$ cat src/rtl/riscv_pkg.sv
// Shared RV32I definitions for the MEM-stage load/store unit.
//   - funct3 encodings for loads and stores
//   - lsu_state_t: LSU handshake FSM states
//   - is_byte / is_half / is_misaligned: access-size helpers. Any funct3 that is
//     not a byte or half access is handled as a word access.
package riscv_pkg;

    localparam logic [2:0] F3_B  = 3'b000;
    localparam logic [2:0] F3_H  = 3'b001;
    localparam logic [2:0] F3_W  = 3'b010;
    localparam logic [2:0] F3_BU = 3'b100;
    localparam logic [2:0] F3_HU = 3'b101;

    typedef enum logic [1:0] {IDLE, REQ, WAIT, DONE} lsu_state_t;

    function automatic logic is_byte(input logic [2:0] f3);
        return (f3 == F3_B) || (f3 == F3_BU);
    endfunction

    function automatic logic is_half(input logic [2:0] f3);
        return (f3 == F3_H) || (f3 == F3_HU);
    endfunction

    // Bytes are always aligned, halves need a[0]==0, words need a[1:0]==0.
    function automatic logic is_misaligned(input logic [2:0] f3, input logic [1:0] a);
        if (is_byte(f3)) begin
            return 1'b0;
        end
        if (is_half(f3)) begin
            return a[0];
        end
        return a != 2'b00;
    endfunction

endpackage

$ cat src/rtl/load_extend.sv
// Load data alignment and extension (purely combinational).
//   rdata  : 32-bit word returned by data memory
//   offset : byte offset of the access within the word (address bits [1:0])
//   funct3 : access size/sign
//   result : selected byte/half, sign- or zero-extended; word passes through
module load_extend
    import riscv_pkg::*;
(
    input  logic [31:0] rdata,
    input  logic [1:0]  offset,
    input  logic [2:0]  funct3,
    output logic [31:0] result
);

    logic [7:0]  byte_sel;
    logic [15:0] half_sel;

    always_comb begin
        byte_sel = rdata[{offset, 3'b000} +: 8];
        half_sel = rdata[{offset[1], 4'b0000} +: 16];
        case (funct3)
            F3_B:    result = {{24{byte_sel[7]}}, byte_sel};
            F3_BU:   result = {24'h000000, byte_sel};
            F3_H:    result = {{16{half_sel[15]}}, half_sel};
            F3_HU:   result = {16'h0000, half_sel};
            default: result = rdata;
        endcase
    end

endmodule

$ cat src/rtl/mem_stage_lsu.sv
// MEM-stage load/store unit of the 5-stage RV32I pipeline.
// Turns the EX/MEM load/store into a valid/ready request on the data-memory
// port, stalls the pipeline until it completes, and delivers the aligned and
// extended load result in ReadData_M. Misaligned accesses never reach the bus.
// Ports:
//   clk, rst                 clock, asynchronous active-high reset
//   MemRead_M/MemWrite_M     load/store present in MEM
//   funct3_M                 access size/sign
//   ALUResult_M, WriteData_M byte address and store data
//   Stall_M                  high while the access is pending
//   ReadData_M               registered load result
//   misaligned_M             combinational misalignment flag
//   bus_error_M              load timed out (DONE cycle only)
//   dmem_*                   request channel (valid/ready) and response channel
module mem_stage_lsu
    import riscv_pkg::*;
#(
    parameter int unsigned TIMEOUT_CYCLES = 255
) (
    input  logic        clk,
    input  logic        rst,
    input  logic        MemRead_M,
    input  logic        MemWrite_M,
    input  logic [2:0]  funct3_M,
    input  logic [31:0] ALUResult_M,
    input  logic [31:0] WriteData_M,
    output logic        Stall_M,
    output logic [31:0] ReadData_M,
    output logic        misaligned_M,
    output logic        bus_error_M,
    output logic        dmem_req_valid,
    input  logic        dmem_req_ready,
    output logic        dmem_we,
    output logic [31:0] dmem_addr,
    output logic [31:0] dmem_wdata,
    output logic [3:0]  dmem_wstrb,
    input  logic        dmem_resp_valid,
    input  logic [31:0] dmem_rdata
);

    // Last counter value spent in WAIT: the FSM waits exactly TIMEOUT_CYCLES cycles.
    localparam logic [7:0] CNT_LAST = 8'(TIMEOUT_CYCLES - 1);

    lsu_state_t  state_reg, state_next;
    logic [7:0]  cnt_reg;
    logic [2:0]  f3_reg;
    logic [1:0]  off_reg;
    logic        mem_op;
    logic        access;
    logic        timeout_hit;
    logic [3:0]  wstrb_c;
    logic [31:0] wdata_c;
    logic [31:0] load_result;

    assign mem_op       = MemRead_M | MemWrite_M;
    assign misaligned_M = mem_op & is_misaligned(funct3_M, ALUResult_M[1:0]);
    assign access       = mem_op & ~misaligned_M;
    assign timeout_hit  = (cnt_reg == CNT_LAST);

    // Store lane formation: data replicated across lanes, strobes pick the lanes.
    always_comb begin
        if (is_byte(funct3_M)) begin
            wstrb_c = 4'b0001 << ALUResult_M[1:0];
            wdata_c = {4{WriteData_M[7:0]}};
        end else if (is_half(funct3_M)) begin
            wstrb_c = 4'b0011 << ALUResult_M[1:0];
            wdata_c = {2{WriteData_M[15:0]}};
        end else begin
            wstrb_c = 4'hF;
            wdata_c = WriteData_M;
        end
    end

    load_extend u_load_extend (
        .rdata  (dmem_rdata),
        .offset (off_reg),
        .funct3 (f3_reg),
        .result (load_result)
    );

    always_comb begin
        state_next = state_reg;
        Stall_M    = 1'b0;
        case (state_reg)
            IDLE: begin
                Stall_M = access;
                if (access) state_next = REQ;
            end
            REQ: begin
                Stall_M = 1'b1;
                if (dmem_req_ready) state_next = dmem_we ? DONE : WAIT;
            end
            WAIT: begin
                Stall_M = 1'b1;
                if (dmem_resp_valid || timeout_hit) state_next = DONE;
            end
            DONE: begin
                // Stall released: the instruction leaves MEM on this edge.
                state_next = IDLE;
            end
            default: state_next = IDLE;
        endcase
    end

    always_ff @(posedge clk or posedge rst) begin
        if (rst) begin
            state_reg      <= IDLE;
            cnt_reg        <= 8'd0;
            f3_reg         <= 3'd0;
            off_reg        <= 2'd0;
            ReadData_M     <= 32'd0;
            bus_error_M    <= 1'b0;
            dmem_req_valid <= 1'b0;
            dmem_we        <= 1'b0;
            dmem_addr      <= 32'd0;
            dmem_wdata     <= 32'd0;
            dmem_wstrb     <= 4'd0;
        end else begin
            state_reg <= state_next;
            case (state_reg)
                IDLE: begin
                    if (access) begin
                        // Request fields are frozen here and held through REQ.
                        dmem_req_valid <= 1'b1;
                        dmem_we        <= MemWrite_M;
                        dmem_addr      <= {ALUResult_M[31:2], 2'b00};
                        dmem_wdata     <= wdata_c;
                        dmem_wstrb     <= wstrb_c;
                        f3_reg         <= funct3_M;
                        off_reg        <= ALUResult_M[1:0];
                    end else if (MemRead_M && misaligned_M) begin
                        ReadData_M <= 32'd0;
                    end
                end
                REQ: begin
                    if (dmem_req_ready) dmem_req_valid <= 1'b0;
                end
                WAIT: begin
                    cnt_reg <= cnt_reg + 8'd1;
                    if (dmem_resp_valid) begin
                        ReadData_M <= load_result;
                    end else if (timeout_hit) begin
                        ReadData_M  <= 32'd0;
                        bus_error_M <= 1'b1;
                    end
                end
                DONE: begin
                    cnt_reg     <= 8'd0;
                    bus_error_M <= 1'b0;
                end
                default: ;
            endcase
        end
    end

endmodule

$ cat config.mk
export PLATFORM = sky130hd
export DESIGN_NAME = mem_stage_lsu
export DESIGN_NICKNAME = d
export VERILOG_FILES = /design/src/rtl/riscv_pkg.sv /design/src/rtl/load_extend.sv /design/src/rtl/mem_stage_lsu.sv
export SDC_FILE = /design/constraint.sdc
export NUM_CORES = 1
export LEC_CHECK = 0
export BUFFER_PORTS_ARGS = -buffer_cell sky130_fd_sc_hd__buf_4
export CAP_MARGIN = 20
export CORE_MARGIN = 8
export CORE_UTILIZATION = 40
export CTS_CLUSTER_DIAMETER = 200
export CTS_CLUSTER_SIZE = 25
export DETAILED_ROUTE_END_ITERATION = 10
export PLACE_DENSITY = 0.67
export SYNTH_ARGS = -nofsm -noshare
export SYNTH_HDL_FRONTEND = slang
export SYNTH_SLANG_ARGS = --single-unit
export TNS_END_PERCENT = 100
$ cat constraint.sdc
create_clock -name clk -period 4.83 [get_ports clk]
set_input_delay 0.966 -clock clk [delete_from_list [all_inputs] [get_ports clk]]
set_output_delay 0.966 -clock clk [all_outputs]
set_load 0.02 [all_outputs]
==> results of run 1 <==
synthesized netlist by cell type (2+ instances only):
cell,instances
a211oi_1,4
a21oi_1,31
a221o_1,5
a221oi_1,4
a22o_1,16
and3_1,2
buf_1,7
buf_2,11
buf_4,2
clkbuf_1,15
dfrtp_1,116
ha_1,11
inv_1,17
mux2_2,43
mux2i_1,27
mux4_2,5
nand2_1,38
nand2b_1,5
nand4_1,5
nor2_1,22
nor2b_1,10
nor3_1,5
o2111ai_1,3
o211ai_1,2
o21ai_0,40
o22ai_1,3
o2bb2ai_1,14
o2bb2ai_2,10
or3_1,4
or3b_2,4
xor2_1,4
worst paths after layout:
| path | endpoint | depth (start not counted) |
|---|---|---|
| min in group asynchronous | dmem_addr[16] | 2 |
| max in group asynchronous | dmem_addr[19] | 3 |
| worst max-delay path | Stall_M | 5 |
| worst max register to register | ReadData_M[28] | 6 |
| worst min-delay path | dmem_wdata[17] | 2 |
| worst min register to register | dmem_wdata[17] | 2 |
power groups by stage:
stage	Clock, mW	Sequential [mW]	Combinational (mW)
2_1_floorplan	0	2.14	1.14
3_3_place_gp	0	1.77	2.46
3_5_place_dp	0	1.79	2.51
4_1_cts	1.39	1.78	2.52
5_1_grt	1.44	1.84	2.68
6_report	1.36	1.78	2.49
routing by layer:
| metal | part of all wire | GRT usage | vias to the layer above |
|---|---|---|---|
| met5 | 0 | 0 | - |
| met4 | 0.012 | 0.0660 | 0 |
| met3 | 0.12 | 0.0872 | 18 |
| met2 | 0.48 | 0.291 | 181 |
| met1 | 0.40 | 0.205 | 2198 |
| li1 | - | - | 2226 |
metrics by stage:
step	cell area [µm²]	cells	util	hold slack, ns	setup slack, ns
finish	8010	892	0.575	0.476	1.82
global route	8010	892	0.575	0.509	1.70
CTS	8010	892	0.575	0.483	1.82
detailed placement	7370	860	0.529	0.475	1.71
global placement	7370	860	0.529	0.465	1.79
floorplan	5730	505	-	0.505	0.792
logic make-up (layout without fill, tap and decap cells):
group                      count (synthesis)  count (layout)
AOI/OAI and AO/OA                        141             141
DFF                                      116             116
and+or+nand+nor                          101             101
muxes                                     75              75
buffers and inverters                     54             261
adders and majority gates                 11              11
xor gates and xnor gates                   5               5
other                                      1               2
layout make-up:
class,instances,area [µm²]
inverter,17,66.3
clock inverter,9,148
sequential,116,2900
timing repair buffer,212,1590
clock buffer,23,498
fill,1183,5920
tap,180,225
multi-input combinational,335,2580
critical path, stage by stage:
cell and delay (ns):
buf_4 0.33, nand3b_1 0.25, nand4_1 0.14, a21oi_1 0.17
buf_4 0.17
==> key figures, run 1 <==
Status
  – Status: finished clean

Flow run
  – Maxcap violations: 0

Final layout
  – Layout cells sized above 1: 0.437
  – Commonest non-fill, non-tap cell in the layout: buf_4
  – Commonest non-fill, non-tap cells in the layout: buf_4 (212), dfrtp_1 (116), mux2_2 (43), o21ai_0 (40), nand2_1 (38)
  – Final nets: 815
  – Ant. Diodes: 0
  – Largest registers: ReadData_M x32, dmem_wdata x32, dmem_addr x30
  – P&R area growth vs syn: 39.9%

Timing
  – Slew HR: 0.313
  – RSZ-0062 raised after global routing: no
  – Setup violations, final: 0
  – Fmax: 0.332 GHz
  – Worst-Margin Slew: 1.03 ns
  – Crit share post-route: 0.623
  – Final Max Slew Viols: 0
  – Min Tclk post-route: 3.01 ns
  – Setup TNS: 0 ns
  – Fin Clk Skew: 0.00649 ns
  – Fin. Hold Viols: 0

GRT
  – Initial antenna violation count: 0
  – Total gr overflow: 0
  – First-pass GRT wire length: 26.1 mm
  – GRT Util Overall: 0.181
  – Vias in the first global route: 4,859
  – Largest net degree at the start of global routing: 104

Power and ir drop
  – Pwr Density: 703 nW/µm²
  – Clock share of power: 0.242
  – LEAKAGE: 3.84 nW
  – Final total power: 5.63 mW
  – Peak supply drop: 351 µV
  – Internal Power: 3.48 mW
  – Switch Pwr: 2.15 mW
  – Comb pwr share: 0.442
  – Power share of the sequential group: 0.316
  – Switching part of the total: 0.381

CTS
  – Sink Count: 116
  – CTS tree: built
  – H-Tree Depth: 4
  – Clk buf depth: 2
  – Cts hold-fix bufs: 0
  – CTS resizes: 0
  – Worst skew pair latency: 0.42 ns
  – Setup repair bufs after CTS: 0
  – Clock Pin Slew Worst Setup and Hold Paths: 0.05 ns
  – Root Buffer: clkbuf_16
  – Total CTS buffers: 17

Logic synthesis
  – Largest family of logic cells by synthesized area: compound AO/OA/AOI/OAI gates
  – Post-Synthesis Cells: 504
  – Asr flop ratio synth: 1.00
  – Post-synth top area share: 0.507
  – Adder-cell share of the synthesized area: 0.0240
  – Compound-Gate Fraction of Synth Area: 0.179
  – Synthesis-stage register bit count: 116
  – Syn Area/Cell: 11.4 µm²
  – Synth warnings: 0
  – XOR/XNOR Fraction of Synth Area: 0.00765
  – Ys flop type: dfrtp_1
  – Netlist area before placement: 5730 µm²
  – Dominant cell type by area after synthesis: dfrtp_1
  – Post-Synth Simple-Gate Area: 0.0874
  – Library cells used by synthesis: 50
  – Top post-synthesis cells by area: dfrtp_1 (51%), mux2_2 (8.5%), mux2i_1 (4.7%)
  – Sequential fraction of the synthesis area: 0.507
  – EDFF count, synth: 0
  – Mux contribution to synthesized area: 0.151

Critical path
  – Worst r2r src: state_reg[0]
  – Worst EP arrival: 2.04 ns
  – Required @ worst endpoint: 3.86 ns
  – Crit path from: funct3_M[1]
  – Critical path type: input pin to output port
  – FF-to-FF setup slack: 2.16 ns
  – Setup crit start kind: input pin
  – Critical Path Sink Type: output port
  – CP Max Fanout: 32

Routing
  – # DRC: 0
  – Wirelength, routed: 16.5 mm
  – Vias/cell: 5.18
  – Drt initial violations: 247
  – Routed wire length per instance: 18.4 µm
  – ANT nets after route: 0
  – Via Count: 4,623
  – Drt pass-1 iters: 4

Floorplan
  – Core box area: 13,900 µm²
  – Initial Utilization: 0.411
  – Die area: 18,400 µm²
  – Die X-Extent: 136 µm
  – Rows: 43
  – Die H: 136 µm
  – Ports: 210

Min path
  – Start point of the worst min-delay path: dmem_wdata[17]
  – Hold Crit Class: flop to flop

Placed design
  – Hpwl dp: 12.3 mm
  – GPL Wtd Cong: 0.816
  – Port Buf Inserts: 207
Power figures use the tool's default switching activity.
==> run 2: changes to the inputs <==
Clock period 4.83 ns to 2.9 ns, I/O delays scaled along.
==> key figures, run 2 (same netlist as run 1, synthesis figures left out) <==
Status
  – Status: finished clean

CTS
  – Sink Count: 116
  – Setup repair bufs after CTS: 0
  – Worst skew pair latency: 0.41 ns
  – CTS tree: built
  – Clk buf depth: 2
  – Root Buffer: clkbuf_16
  – CTS resizes: 0
  – Total CTS buffers: 17
  – Cts hold-fix bufs: 0
  – H-Tree Depth: 4
  – Clock Pin Slew Worst Setup and Hold Paths: 0.05 ns

Critical path
  – Worst EP arrival: 1.87 ns
  – CP max-delay cell: dfrtp_1
  – Critical path's top delay family: flip-flops
  – Critical Path Sink Type: output port
  – CP bufs+invs: 2
  – Required @ worst endpoint: 2.32 ns
  – Setup crit start kind: flop
  – Critical path type: flop to output port
  – CP Max Fanout: 6
  – CP max stage delay: 0.40 ns
  – Crit path cell chain: inv_1 > ha_1 > nand4_1 > a21oi_1 > buf_4
  – FF-to-FF setup slack: 0.89 ns

Routing
  – Routed wire length per instance: 18.5 µm
  – Vias/cell: 5.31
  – Wirelength, routed: 16.6 mm
  – Via Count: 4,762
  – # DRC: 0
  – ANT nets after route: 0
  – Drt pass-1 iters: 4
  – Drt initial violations: 247

Timing
  – Fin Clk Skew: 0.00860 ns
  – Setup TNS: 0 ns
  – Fmax: 0.409 GHz
  – Final Max Slew Viols: 0
  – Fin. Hold Viols: 0
  – Setup violations, final: 0
  – Min Tclk post-route: 2.45 ns
  – RSZ-0062 raised after global routing: no
  – Worst-Margin Slew: 0.972 ns
  – Slew HR: 0.350
  – Crit share post-route: 0.844
  – Hold WS: 0.350 ns

Floorplan
  – Die area: 18,400 µm²
  – Ports: 210
  – Core box area: 13,900 µm²
  – Die H: 136 µm
  – Rows: 43
  – Initial Utilization: 0.411
  – Die X-Extent: 136 µm

GRT
  – Largest net degree at the start of global routing: 117
  – Initial antenna violation count: 0
  – GRT Util Overall: 0.181
  – Met2 Use GR: 0.296
  – GR peak layer: met2
  – First-pass GRT wire length: 26.3 mm
  – Met3 Use GR: 0.0820
  – Vias in the first global route: 5,121
  – Total gr overflow: 0
  – Grt met1 use: 0.204

Placed design
  – Placed inst area: 7440 µm²
  – Port Buf Inserts: 207
  – Hpwl dp: 12.4 mm
  – GPL Wtd Cong: 0.776

Final layout
  – Final nets: 821
  – Commonest non-fill, non-tap cells in the layout: buf_4 (216), dfrtp_1 (116), mux2_2 (43), o21ai_0 (40), nand2_1 (38)
  – Final instance area: 8040 µm²
  – Commonest non-fill, non-tap cell in the layout: buf_4
  – Largest registers: ReadData_M x32, dmem_wdata x32, dmem_addr x30
  – Ant. Diodes: 0
  – Fillcell total: 1,196
  – Layout cells sized above 1: 0.442
  – P&R area growth vs syn: 40.3%

Power and ir drop
  – Final total power: 9.27 mW
  – Pwr Density: 1150 nW/µm²
  – Peak supply drop: 568 µV
  – LEAKAGE: 3.85 nW

Min path
  – Hold Crit Class: input pin to asynchronous set/reset pin

Flow run
  – Maxcap violations: 0
==> run 2: cell types whose count changed in the layout (fill, tap and decap cells not counted) <==
cell,previous run,this run
buf_12,0,2
buf_4,212,216
bufinv_16,4,3
clkbuf_1,1,0
clkbuf_8,5,1
clkinv_4,0,2
clkinvlp_4,1,4
inv_4,1,0
inv_6,0,1
==> run 2: path summary, 6_finish.rpt <==
path	end	startpoint	cells after the start
min in group clk	dmem_addr[13]	ALUResult_M[13]	2
max in group asynchronous	ReadData_M[0]	rst	3
setup reg to reg	ReadData_M[1]	state_reg[0]	8
hold / removal	dmem_addr[29]	rst	3
hold reg to reg	dmem_wdata[14]	dmem_wdata[14]	2
setup / recovery	Stall_M	state_reg[0]	5
==> run 2: worst register-to-register path: stages, from the launching register on <==
cell	delay [ns]
dfrtp_1	0.40
inv_1	0.15
ha_1	0.22
buf_4	0.19
nor2b_1	0.14
o21ai_0	0.17
nand2_1	0.10
buf_4	0.37
a22o_1	0.21
==> run 2: per-layer routing <==
metal / part of all wire / vias up
met5: 0 / -
met4: 0.016 / 0
met3: 0.10 / 16
met2: 0.49 / 184
met1: 0.40 / 2316
li1: - / 2246
==> run 2: where the power goes <==
group / leakage (nW) / internal, mW / total (mW) / switching [mW]
clock network: 0.288 / 1.37 / 2.12 / 0.750
logic: 2.10 / 1.95 / 4.23 / 2.29
registers: 1.46 / 2.35 / 2.92 / 0.570
==> run 2: stage by stage <==
stage	utilization	instances	worst slack, ns
after global routing	0.577	897	0.307
final	0.577	897	0.452
after floorplan	-	505	0.400
after global placement	0.534	866	0.578
after detailed placement	0.534	866	0.528
after CTS	0.577	897	0.415
==> run 2: final cells by class <==
class,instances,area (µm²),share of cell area
tap,180,225,0.0280
inverter,17,67.6,0.00841
timing repair buffer,218,1660,0.207
clock inverter,13,159,0.0198
sequential,116,2900,0.361
multi-input combinational,335,2580,0.321
clock buffer,18,439,0.0547
==> run 3: changes to the inputs <==
Settings changed: ABC_AREA set to 1.
Clock period 2.9 ns to 2.48 ns, I/O delays scaled along.
==> key figures, run 3 <==
Timing
  – Crit share post-route: 0.936
  – Setup violations, final: 0
  – Setup TNS: 0 ns
  – Slew HR: 0.553
  – Min Tclk post-route: 2.32 ns
  – RSZ-0062 raised after global routing: no
  – Worst-Margin Slew: 0.670 ns
  – Fmax: 0.431 GHz
  – Final Max Slew Viols: 0
  – Fin Clk Skew: 0.00646 ns
  – Fin. Hold Viols: 0
  – Hold WS: 0.236 ns

Logic synthesis
  – Synthesis-stage register bit count: 116
  – Library cells used by synthesis: 29
  – Most common cell in the synthesized netlist: nand2_1
  – Syn Area/Cell: 7.52 µm²
  – Asr flop ratio synth: 1.00
  – Synth warnings: 0
  – Sequential fraction of the synthesis area: 0.493
  – Top post-synthesis cells by area: dfrtp_1 (49%), nand2_1 (26%), nand3_1 (4.3%)
  – Post-Synthesis Cells: 783
  – Commonest cells post-synth: nand2_1 (401), dfrtp_1 (116), nand3_1 (51), inv_1 (47), nor2_1 (29)
  – Post-synth top area share: 0.493
  – EDFF count, synth: 0
  – Dominant cell type by area after synthesis: dfrtp_1
  – Ys flop type: dfrtp_1
  – Netlist area before placement: 5890 µm²

Critical path
  – CP max-delay cell: dfrtp_1
  – Reg-to-reg endpoint: ReadData_M[30]
  – Critical path type: flop to output port
  – Crit path from: state_reg[0]
  – Worst r2r src: off_reg[1]
  – Critical path depth: 6
  – Setup crit start kind: flop
  – Critical path's top delay family: buffers and inverters
  – FF-to-FF setup slack: 0.55 ns
  – CP max stage delay: 0.41 ns
  – Worst EP arrival: 1.82 ns
  – CP endpoint: Stall_M
  – Worst r2r path cells: 7
  – CP Max Fanout: 5
  – Crit path cell chain: inv_1 > ha_1 > inv_1 > nor2_8 > o21a_1 > buf_4
  – Most used cell, CP: inv_1
  – Required @ worst endpoint: 1.98 ns
  – Critical Path Sink Type: output port
  – CP bufs+invs: 3

Power and ir drop
  – Pwr Density: 1340 nW/µm²
  – Clock share of power: 0.249
  – Switching part of the total: 0.405
  – Switch Pwr: 4.47 mW
  – Internal Power: 6.56 mW
  – Power share of the sequential group: 0.300
  – Final total power: 11.0 mW
  – Comb pwr share: 0.451
  – LEAKAGE: 4.64 nW
  – Peak supply drop: 684 µV

Floorplan
  – Die X-Extent: 137 µm
  – Die H: 137 µm
  – Die area: 18,900 µm²
  – Rows: 44
  – Initial Utilization: 0.407
  – Ports: 210
  – Core box area: 14,500 µm²

Routing
  – # DRC: 0
  – Drt pass-1 iters: 5
  – Wirelength, routed: 18.3 mm
  – Routed wire length per instance: 15.5 µm
  – Drt initial violations: 341
  – Via Count: 5,703
  – Vias/cell: 4.82
  – ANT nets after route: 0

Final layout
  – Commonest non-fill, non-tap cells in the layout: nand2_1 (401), buf_4 (216), dfrtp_1 (116), nand3_1 (51), inv_1 (46)
  – Commonest non-fill, non-tap cell in the layout: nand2_1
  – Final nets: 1,103
  – Ant. Diodes: 0
  – P&R area growth vs syn: 39.5%
  – Largest registers: ReadData_M x32, dmem_wdata x32, dmem_addr x30
  – Layout cells sized above 1: 0.275

Min path
  – Hold Crit Class: input pin to asynchronous set/reset pin

GRT
  – Vias in the first global route: 5,739
  – Total gr overflow: 0
  – Initial antenna violation count: 0
  – GRT Util Overall: 0.195
  – Largest net degree at the start of global routing: 117
  – First-pass GRT wire length: 28.8 mm

CTS
  – Total CTS buffers: 17
  – Worst skew pair latency: 0.41 ns
  – Root Buffer: clkbuf_16
  – Setup repair bufs after CTS: 0
  – Cts hold-fix bufs: 0
  – CTS tree: built
  – H-Tree Depth: 4
  – Clk buf depth: 2
  – Sink Count: 116
  – Clock Pin Slew Worst Setup and Hold Paths: 0.05 ns
  – CTS resizes: 0

Status
  – Status: finished clean

Placed design
  – GPL Wtd Cong: 0.884
  – Hpwl dp: 13.6 mm
  – Port Buf Inserts: 207

Flow run
  – Maxcap violations: 0
[run 3: changes by cell type in the layout (fill, tap and decap cells not counted), moves of 15 or more]
cell	previous run	this run
nand2_1	38	401
or2_2	1	16
inv_1	16	46
mux2i_1	27	0
mux2_2	43	0
nand3_1	1	51
a22o_1	16	0
a21oi_1	31	16
o21ai_0	40	24
[run 3: power by group through the flow]
stage | sequential [mW] | combinational (mW) | clock, mW
after floorplan | 4.14 | 2.15 | 0
after global placement | 3.31 | 4.97 | 0
after detailed placement | 3.31 | 5.05 | 0
after CTS | 3.32 | 5.05 | 2.79
after global routing | 3.44 | 5.49 | 2.86
final | 3.31 | 4.97 | 2.74
[run 3: layout make-up]
cell class	instances	area, µm²
fillers	1431	6270
flip-flops and latches	116	2900
multi-input cells	582	2560
repair buffers	218	1660
clock buffers	21	450
well taps	184	230
clock inverters	10	204
inverters	52	199
[run 3: cell families (layout without fill, tap and decap cells)]
| kind of cell | Yosys count | count (layout) | synth area share |
|---|---|---|---|
| and+or+nand+nor | 510 | 510 | 0.352 |
| adders and majority gates | 11 | 11 | 0.0234 |
| buffers and inverters | 86 | 301 | 0.0723 |
| other | 1 | 2 | 0.000637 |
| AOI/OAI and AO/OA | 59 | 59 | 0.0587 |
| DFF | 116 | 116 | 0.493 |
[run 3: worst min path at each step]
stage                     from             end  slack, ns  depth (start not counted)
3_5_place_dp    dmem_wdata[10]  dmem_wdata[10]       0.46                          2
4_1_cts        ALUResult_M[27]   dmem_addr[27]       0.26                          3
3_3_place_gp     dmem_addr[31]   dmem_addr[31]       0.45                          2
2_1_floorplan       cnt_reg[4]      cnt_reg[4]       0.46                          1
6_report                   rst   dmem_addr[17]       0.24                          3
5_1_grt        ALUResult_M[28]   dmem_addr[28]       0.27                          3
[run 3: metrics by stage]
stage	cell area (µm²)	std cells	util	setup WS, ns
after floorplan	5890	784	-	0.571
final	8210	1183	0.567	0.159
after global routing	8210	1183	0.567	0.0408
after detailed placement	7560	1152	0.522	0.291
after global placement	7560	1152	0.522	0.322
after CTS	8210	1183	0.567	0.147
[run 3: worst min-delay path, delay by kind of cell]
kind | cells | cell delay (ns)
buffers and inverters | 3 | 0.61
[run 3: routing by layer]
metal,track usage,up-vias,part of all wire
met4,0.0797,0,0.021
met5,0,-,0
li1,-,2839,-
met3,0.0766,32,0.093
met2,0.311,194,0.48
met1,0.230,2638,0.41
